===== src/rtl/imem_loader_if.sv =====
// Byte-stream valid/ready handshake feeding the instruction-memory loader.
// The producer drives valid/data and the loader answers with ready.
interface imem_loader_if;
    logic       byte_valid;
    logic [7:0] byte_data;
    logic       byte_ready;

    modport master (output byte_valid, output byte_data, input byte_ready);
    modport slave  (input byte_valid, input byte_data, output byte_ready);
endinterface


===== src/rtl/imem_loader.sv =====
// Boot-time instruction-memory writer: parses a base/count header, packs big-endian
// words, writes them consecutively, verifies an XOR checksum and holds the CPU until success.
module imem_loader #(
    parameter int ADDR_W = 6
) (
    input  logic                clk,
    input  logic                rst_n,
    input  logic                start,
    imem_loader_if.slave        stream,
    output logic                imem_we,
    output logic [ADDR_W-1:0]   imem_addr,
    output logic [31:0]         imem_wdata,
    output logic [ADDR_W:0]     words_written,
    output logic                cpu_hold,
    output logic                done,
    output logic                error
);

    localparam int DEPTH = 1 << ADDR_W;

    typedef enum logic [2:0] {
        IDLE,
        HDR_BASE,
        HDR_CNT,
        DATA,
        CHECK,
        DONE,
        ERR
    } state_t;

    state_t             state_q, state_d;
    logic [ADDR_W-1:0]  base_q, base_d;
    logic [7:0]         count_q, count_d;
    logic [7:0]         acc_q, acc_d;
    logic [1:0]         lane_q, lane_d;
    logic [23:0]        part_q, part_d;
    logic               we_q, we_d;
    logic [ADDR_W-1:0]  addr_q, addr_d;
    logic [31:0]        wdata_q, wdata_d;
    logic [ADDR_W:0]    ww_q, ww_d;
    logic               done_q, done_d;
    logic               error_q, error_d;
    logic               ready_q, ready_d;
    logic               hold_q, hold_d;
    logic               xfer;
    logic [ADDR_W+1:0]  span;

    assign xfer = stream.byte_valid & ready_q;

    always_comb begin
        state_d = state_q;
        base_d  = base_q;
        count_d = count_q;
        acc_d   = acc_q;
        lane_d  = lane_q;
        part_d  = part_q;
        we_d    = 1'b0;
        addr_d  = addr_q;
        wdata_d = wdata_q;
        ww_d    = ww_q;
        done_d  = done_q;
        error_d = error_q;
        span    = {2'b00, base_q} + (ADDR_W+2)'(stream.byte_data);

        unique case (state_q)
            IDLE, DONE, ERR: begin
                if (start) begin
                    state_d = HDR_BASE;
                    done_d  = 1'b0;
                    error_d = 1'b0;
                    ww_d    = '0;
                    acc_d   = '0;
                    lane_d  = '0;
                end
            end
            HDR_BASE: begin
                if (xfer) begin
                    base_d  = stream.byte_data[ADDR_W-1:0];
                    acc_d   = acc_q ^ stream.byte_data;
                    state_d = HDR_CNT;
                end
            end
            HDR_CNT: begin
                if (xfer) begin
                    count_d = stream.byte_data;
                    acc_d   = acc_q ^ stream.byte_data;
                    // The range check wraps at ADDR_W+2 bits, matching the header arithmetic.
                    if (span > (ADDR_W+2)'(DEPTH)) begin
                        state_d = ERR;
                        error_d = 1'b1;
                    end else if (stream.byte_data == 8'd0) begin
                        state_d = CHECK;
                    end else begin
                        state_d = DATA;
                    end
                end
            end
            DATA: begin
                if (xfer) begin
                    acc_d = acc_q ^ stream.byte_data;
                    if (lane_q == 2'd3) begin
                        we_d    = 1'b1;
                        addr_d  = base_q + ww_q[ADDR_W-1:0];
                        wdata_d = {part_q, stream.byte_data};
                        ww_d    = ww_q + 1'b1;
                        lane_d  = '0;
                        if (8'(ww_q) + 8'd1 == count_q) begin
                            state_d = CHECK;
                        end
                    end else begin
                        part_d = {part_q[15:0], stream.byte_data};
                        lane_d = lane_q + 2'd1;
                    end
                end
            end
            CHECK: begin
                if (xfer) begin
                    if (stream.byte_data == acc_q) begin
                        state_d = DONE;
                        done_d  = 1'b1;
                    end else begin
                        state_d = ERR;
                        error_d = 1'b1;
                    end
                end
            end
            default: state_d = IDLE;
        endcase

        // Handshake and hold are registered from the upcoming state so they never depend on byte_valid.
        ready_d = (state_d == HDR_BASE) || (state_d == HDR_CNT) ||
                  (state_d == DATA) || (state_d == CHECK);
        hold_d  = (state_d != DONE);
    end

    always_ff @(posedge clk or negedge rst_n) begin
        if (!rst_n) begin
            state_q <= IDLE;
            base_q  <= '0;
            count_q <= '0;
            acc_q   <= '0;
            lane_q  <= '0;
            part_q  <= '0;
            we_q    <= 1'b0;
            addr_q  <= '0;
            wdata_q <= '0;
            ww_q    <= '0;
            done_q  <= 1'b0;
            error_q <= 1'b0;
            ready_q <= 1'b0;
            hold_q  <= 1'b1;
        end else begin
            state_q <= state_d;
            base_q  <= base_d;
            count_q <= count_d;
            acc_q   <= acc_d;
            lane_q  <= lane_d;
            part_q  <= part_d;
            we_q    <= we_d;
            addr_q  <= addr_d;
            wdata_q <= wdata_d;
            ww_q    <= ww_d;
            done_q  <= done_d;
            error_q <= error_d;
            ready_q <= ready_d;
            hold_q  <= hold_d;
        end
    end

    assign stream.byte_ready = ready_q;
    assign imem_we           = we_q;
    assign imem_addr         = addr_q;
    assign imem_wdata        = wdata_q;
    assign words_written     = ww_q;
    assign cpu_hold          = hold_q;
    assign done              = done_q;
    assign error             = error_q;

endmodule


===== src/flat_wrapper.sv =====
// flat-port wrapper written by rule: the top's interface ports become plain ports
module imem_loader_flat 
#(
    parameter int ADDR_W = 6
)
  (clk, rst_n, start, imem_we, imem_addr, imem_wdata, words_written, cpu_hold, done, error, stream_byte_valid, stream_byte_data, stream_byte_ready);
  imem_loader_if stream_i ();
  input  logic clk;
  input  logic rst_n;
  input  logic start;
  output logic imem_we;
  output logic [ADDR_W-1:0] imem_addr;
  output logic [31:0] imem_wdata;
  output logic [ADDR_W:0] words_written;
  output logic cpu_hold;
  output logic done;
  output logic error;
  input wire logic [$bits(stream_i.byte_valid)-1:0] stream_byte_valid;
  input wire logic [$bits(stream_i.byte_data)-1:0] stream_byte_data;
  output wire logic [$bits(stream_i.byte_ready)-1:0] stream_byte_ready;
  assign stream_i.byte_valid = stream_byte_valid;
  assign stream_i.byte_data = stream_byte_data;
  assign stream_byte_ready = stream_i.byte_ready;
  imem_loader #(.ADDR_W(ADDR_W)) u_core (.clk(clk), .rst_n(rst_n), .start(start), .stream(stream_i), .imem_we(imem_we), .imem_addr(imem_addr), .imem_wdata(imem_wdata), .words_written(words_written), .cpu_hold(cpu_hold), .done(done), .error(error));
endmodule

===== config.mk =====
export PLATFORM = sky130hd
export DESIGN_NAME = imem_loader_flat
export DESIGN_NICKNAME = d
export VERILOG_FILES = /design/src/rtl/imem_loader_if.sv /design/src/rtl/imem_loader.sv /design/src/flat_wrapper.sv
export SDC_FILE = /design/constraint.sdc
export NUM_CORES = 1
export LEC_CHECK = 0
export ABC_CLOCK_PERIOD_IN_PS = 2850
export CELL_PAD_IN_SITES_DETAIL_PLACEMENT = 1
export CELL_PAD_IN_SITES_GLOBAL_PLACEMENT = 2
export CORE_AREA = 8 8 134 136
export DETAILED_ROUTE_END_ITERATION = 7
export DIE_AREA = 0 0 142 144
export PLACE_DENSITY = 0.72
export SLEW_MARGIN = 40
export SYNTH_ARGS = -nofsm -noshare
export SYNTH_HDL_FRONTEND = slang
export SYNTH_SLANG_ARGS = --single-unit

===== constraint.sdc =====
create_clock -name clk -period 2.85 [get_ports clk]
set_clock_uncertainty 0.2 [all_clocks]
set_input_delay 0.57 -clock clk [delete_from_list [all_inputs] [get_ports clk]]
set_output_delay 0.57 -clock clk [all_outputs]
set_load 0.005 [all_outputs]

Yosys cells after proc, flatten, opt, wreduce, memory -nomap -nowiden
Index checks and enable logic that the tools add are counted.
- register bits: 101
- output and inout port bits: 50
- logic and storage cells: 100
- add/subtract/negate cells: 5
- order comparisons: 1
- equality and inequality tests: 23
- multiplexer cells: 34
- bitwise operators: 3
- reduce and logical (&&, ||, !) cells: 20
- operators by type and width (cell ; count):
    $mux 3 ; 9
    $mux 7 ; 3
    $eq 8x8->1 ; 2
    $mux 8 ; 2
    $pmux 8 s2 ; 1
    $pmux 3 s5 ; 1
    $ne 2x1->1 const B ; 7
    $pmux 7 s2 ; 1
    $eq 3x2->1 const B ; 4
    $eq 3x3->1 const B ; 4
    $reduce_and 3->1 ; 4
    $mux 1 ; 10
    $add 6x8->8 ; 1
    $add 7x1->8 const B ; 1
    $gt 8x7->1 const B ; 1
    $logic_not 8->1 ; 1
    $mux 2 ; 4
    $reduce_and 4->1 ; 2
    $xor 8x8->8 ; 1
    $add 7x1->7 const B ; 1
    $add 6x6->6 ; 1
    $eq 3x1->1 const B ; 2
    $reduce_and 6->1 ; 1
    $reduce_bool 2->1 ; 3
    14 further kinds ; 19

Longest topological paths before layout
- word-level depth: 10
- depth in mapped cells: 10
- gate-level depth less buffers: 10

Least setup slack after synthesis
OpenSTA, ideal clock, no wires.
- kind: in2reg
- from: in stream_byte_data[0]
- to: reg u_core.ready_q (netlist: u_core.stream.byte_ready)
- library setup time: 79 ps
- arrival time: 2649 ps
- data required time: 2571 ps
- path slack: -78 ps
- stages: 10
- buffers on the path: 0
- path through: ha_1 > inv_1 > fa_1 > nand2b_1 > a21oi_1 > xor2_1 > o311ai_0 > nand4_1 > a221oi_2 > xor2_1
- longest elaborated chain between the ends: 9
- elaborated cells on any way between the ends: 17
- classes of those cells: 1 x add/sub; 1 x order compare; 5 x eq/ne; 6 x mux; 4 x reduce/logical
- ends and longest elaborated chain (what ; RTL line ; text):
    start: declaration ; flat_wrapper.sv:19 ; input wire logic [$bits(stream_i.byte_data)-1:0] stream_byte_data;
    $add 6x8->8 / $logic_not 8->1 (equally long branches) ; imem_loader.sv:63, imem_loader.sv:91 ;
    $gt 8x7->1 / $mux 3 (equally long branches) ; imem_loader.sv:88, imem_loader.sv:91 ;
    $mux 3 ; imem_loader.sv:88 ; if (span > (ADDR_W+2)'(DEPTH)) begin
    $mux 3 ; imem_loader.sv:84 ; if (xfer) begin
    $pmux 3 s5 * ; imem_loader.sv:65 ; unique case (state_q)
    $eq 3x1->1 / $eq 3x2->1 (equally long branches) ; imem_loader.sv:131 ; ready_d = (state_d == HDR_BASE) || (state_d == HDR_CNT) ||
    $logic_or 1x1->1 (2 in a row) ; imem_loader.sv:131 ;
    $logic_or 1x1->1 * ; imem_loader.sv:132 ; (state_d == DATA) || (state_d == CHECK);
    named net u_core.ready_d ; imem_loader.sv:43 ; logic ready_q, ready_d;
    end signal: assignment ; imem_loader.sv:165 ; ready_q <= ready_d;
    end: declaration ; imem_loader.sv:43 ;
The timed path passes the listed nets; every way through them passes the cells marked *.
A chain may end at the register's enable or synchronous reset.

Worst setup path in the final report
- from: in stream_byte_data[3]
- to: reg u_core.ready_q (netlist: u_core.stream.byte_ready)
Same word-level chain as after synthesis.

==> summary.txt <==
Floorplanning
  – Initial Utilization: 30.7%
  – Core ar.: 16100 um2
  – Die W: approximately 140 um
  – I/O pins: 62
  – Die ar.: 20400 um2
  – Die Ht: approximately 140 um
  – Num rows: between 40 and 50

STA
  – RSZ-0062 raised after global routing: yes
  – Final number of setup-violating endpoints: 0
  – Slew @ Worst Pin: 0.563 ns
  – Fin. Hold Viols: 1
  – Final worst-path setup slack: 0.0408 ns
  – Final worst path period share: 98.6%
  – Hold Slack: -0.00211 ns
  – Setup_tns: 0 ns
  – Max Freq: 356 MHz
  – Fin crit period: 2.81 ns
  – Worst slew margin: 62.2%
  – Final slew viol count: 0

Worst setup path
  – CP startpoint kind: primary input
  – Critical Path Fanout Max: 4
  – RR Startpoint: u_core.base_q[0]
  – Worst Path Required: 2.92 ns
  – Setup crit start: stream_byte_data[3]
  – Worst R2R Setup Slack: 0.08 ns
  – Setup crit end kind: flip-flop
  – Arr. time, crit path: 2.88 ns
  – Crit Path Class: primary input to flip-flop

Yosys
  – Post-synth EDFFs: 0
  – Post-Syn Instances: slightly below 500
  – Netlist Area Pre-Place: 4920 um2
  – Commonest cells post-synth: nand2_1, dfrtp_1, nor2_1, o21ai_0, clkbuf_1
  – Synth top area share: 50.8%
  – Post-Syn Nets: 522
  – Yosys warns: 0
  – #FFs+latches synth: 101
  – Syn avg cell area: slightly below 10 um2
  – Post-synth top flop: dfrtp_1
  – Seq/Total Area, Yosys: approximately 50%
  – Top cells by area, synth: dfrtp_1, nand2_1, mux2_1, mux2_2, ha_1
  – Ys async rst share: 100%
  – Top-count cell post-synth: nand2_1
  – Yosys top cell by area: dfrtp_1
  – Cell variety after synth: 56

Routing
  – DRC viols: 0
  – DR iter-0 viols: 142
  – Routed vias: 3831
  – Via/cell ratio: about 4.8
  – DRT Wirelength: 13500 um
  – Drt wl/cell: 16.7 um
  – TritonRoute pass-1 iters: 4
  – DRT antenna net count: 0

Pwr
  – Leak Pwr: 2.93 nW
  – IR drop worst, VDD: 348 uV
  – P per Cell Area: 942 nW/um2

Clock network
  – Clk_lat worst skew: 0.35 ns
  – Clk buf depth: 2
  – H-tree lvl count: 3
  – Root Buffer Master: clkbuf_16
  – Post-CTS setup buffers: 0
  – CTS Buf Count: 9
  – Total clock sinks: 101
  – TritonCTS clock tree: built
  – Reg clk slew, reported paths: 0.08 ns

Placement
  – Post-Place Cells: 791
  – Routability Congestion: 0.762
  – DP Worst Slack: -0.654 ns
  – Area after DPL: 6070 um2
  – Post-DP HPWL: 9900 um
  – Port Buffer Count: 61

Run status
  – Status: finished with violations
  – Failing checks: negative hold slack

Final layout
  – Design area: 6430 um2
  – Fillcell total: 1794
  – Number of diodes: 0
  – # nets final: around 610
  – Syn-to-layout area delta: 30.6%
  – Share of cells above drive strength 1: 16.6%
  – Final Instance Count excl. Fillers: 806

Job
  – Max-cap viol count: 0

Global routing
  – Number of global-route vias before repair: 4284
  – Total track usage: 14.3%
  – Largest net degree at the start of global routing: 39
  – First-pass GRT wire length: 22700 um
  – GR Overflow Total: 0
  – Antenna violations before repair: 0

Worst hold path
  – Hold Crit Class: primary input to asynchronous set/reset pin
-- registers in the layout, summed over array words and instances, names as in the netlist --
name                      count
u_core.cpu_hold               1
u_core.words_written          7
u_core.part_q                24
u_core.lane_q                 2
u_core.count_q                8
u_core.imem_wdata            32
u_core.imem_we                1
u_core.stream.byte_ready      1
u_core.base_q                 6
u_core.error                  1
u_core.state_q                3
u_core.imem_addr              6
u_core.acc_q                  8
u_core.done                   1
-- per-layer routing --
| layer | part of all wire, % | global-route usage [%] | vias to the layer above |
|---|---|---|---|
| met5 | 0 | 0 | - |
| li1 | - | - | 1845 |
| met3 | 3.5 | 3.27 | 13 |
| met4 | 1.8 | 5.14 | 0 |
| met2 | 51 | 25.2 | 56 |
| met1 | 44 | 16.7 | 1917 |
-- path summary, 6_finish.rpt --
path	endpoint	cells past startpoint
worst max-delay path	u_core.stream.byte_ready	10
max in group asynchronous	u_core.part_q[4]	2
worst min register to register	u_core.imem_wdata[24]	2
min in group clk	u_core.imem_wdata[24]	2
worst min-delay path	u_core.part_q[20]	1
worst max register to register	u_core.stream.byte_ready	11
-- through the flow --
| stage | total power, mW | utilization, % |
|---|---|---|
| finish | 6.06 | 40.1 |
| global route | 6.54 | 40.1 |
| CTS | 6.08 | 39.7 |
| floorplan | 3.71 | - |
| detailed placement | 4.83 | 37.8 |
| global placement | 4.69 | 37.8 |
-- logic make-up (layout without fill, tap and decap cells) --
kind of cell    count (synthesis)  after routing  share of synthesized area, %
simple gates                  194            194                          17.5
flops                         101            101                          51.4
fa+ha+maj                      15             15                          4.12
buf+inv                        37            128                          2.90
xor+xnor                       24             24                          4.27
mux                            38             38                          8.67
compound gates                 86             86                          11.2
-- where the power goes --
| part | leakage (nW) | switching (mW) | internal, mW | total [mW] |
|---|---|---|---|---|
| registers | 1.31 | 0.441 | 1.99 | 2.44 |
| clock network | 0.136 | 0.582 | 0.606 | 1.19 |
| logic | 1.49 | 1.14 | 1.30 | 2.44 |
| total | 2.93 | 2.16 | 3.90 | 6.06 |
-- cell type report --
type	count	area, um2	area share [%]
Clock buffer	9	225	3.50
Multi-Input combinational cell	357	2350	36.5
Inverter	14	52.6	0.817
Tap cell	220	275	4.28
Timing Repair Buffer	99	941	14.6
Clock inverter	6	61.3	0.953
Sequential cell	101	2530	39.3
-- critical path, stage by stage --
cell             delay, ns
clkdlybuf4s50_1       0.43
ha_1                  0.35
nor2_1                0.23
a21oi_4               0.07
xor2_2                0.16
o311ai_1              0.27
nand4_1               0.14
buf_6                 0.16
a221oi_4              0.31
xor2_1                0.18
-- timing repair --
action | 4_1_cts | 5_1_grt
endpoints found under the setup margin | 5 | 4
pin swaps | 6 | 9
hold buffers | 0 | 0
resized for setup | 5 | 13
-- placed cells by master, fill, tap and decap left out, drive strengths merged, types with 5 or more instances in the layout --
| master | n |
|---|---|
| clkbuf | 10 |
| a21oi | 10 |
| xnor2 | 7 |
| o31ai | 6 |
| nor4 | 5 |
| clkdlybuf4s50 | 58 |
| buf | 39 |
| nor2b | 7 |
| xor2 | 17 |
| o21ai | 44 |
| nand2b | 10 |
| mux2 | 37 |
| inv | 15 |
| nor3 | 7 |
| nand2 | 119 |
| ha | 13 |
| dfrtp | 100 |
| nor2 | 25 |
No activity file was read; power rests on OpenSTA's default activity.
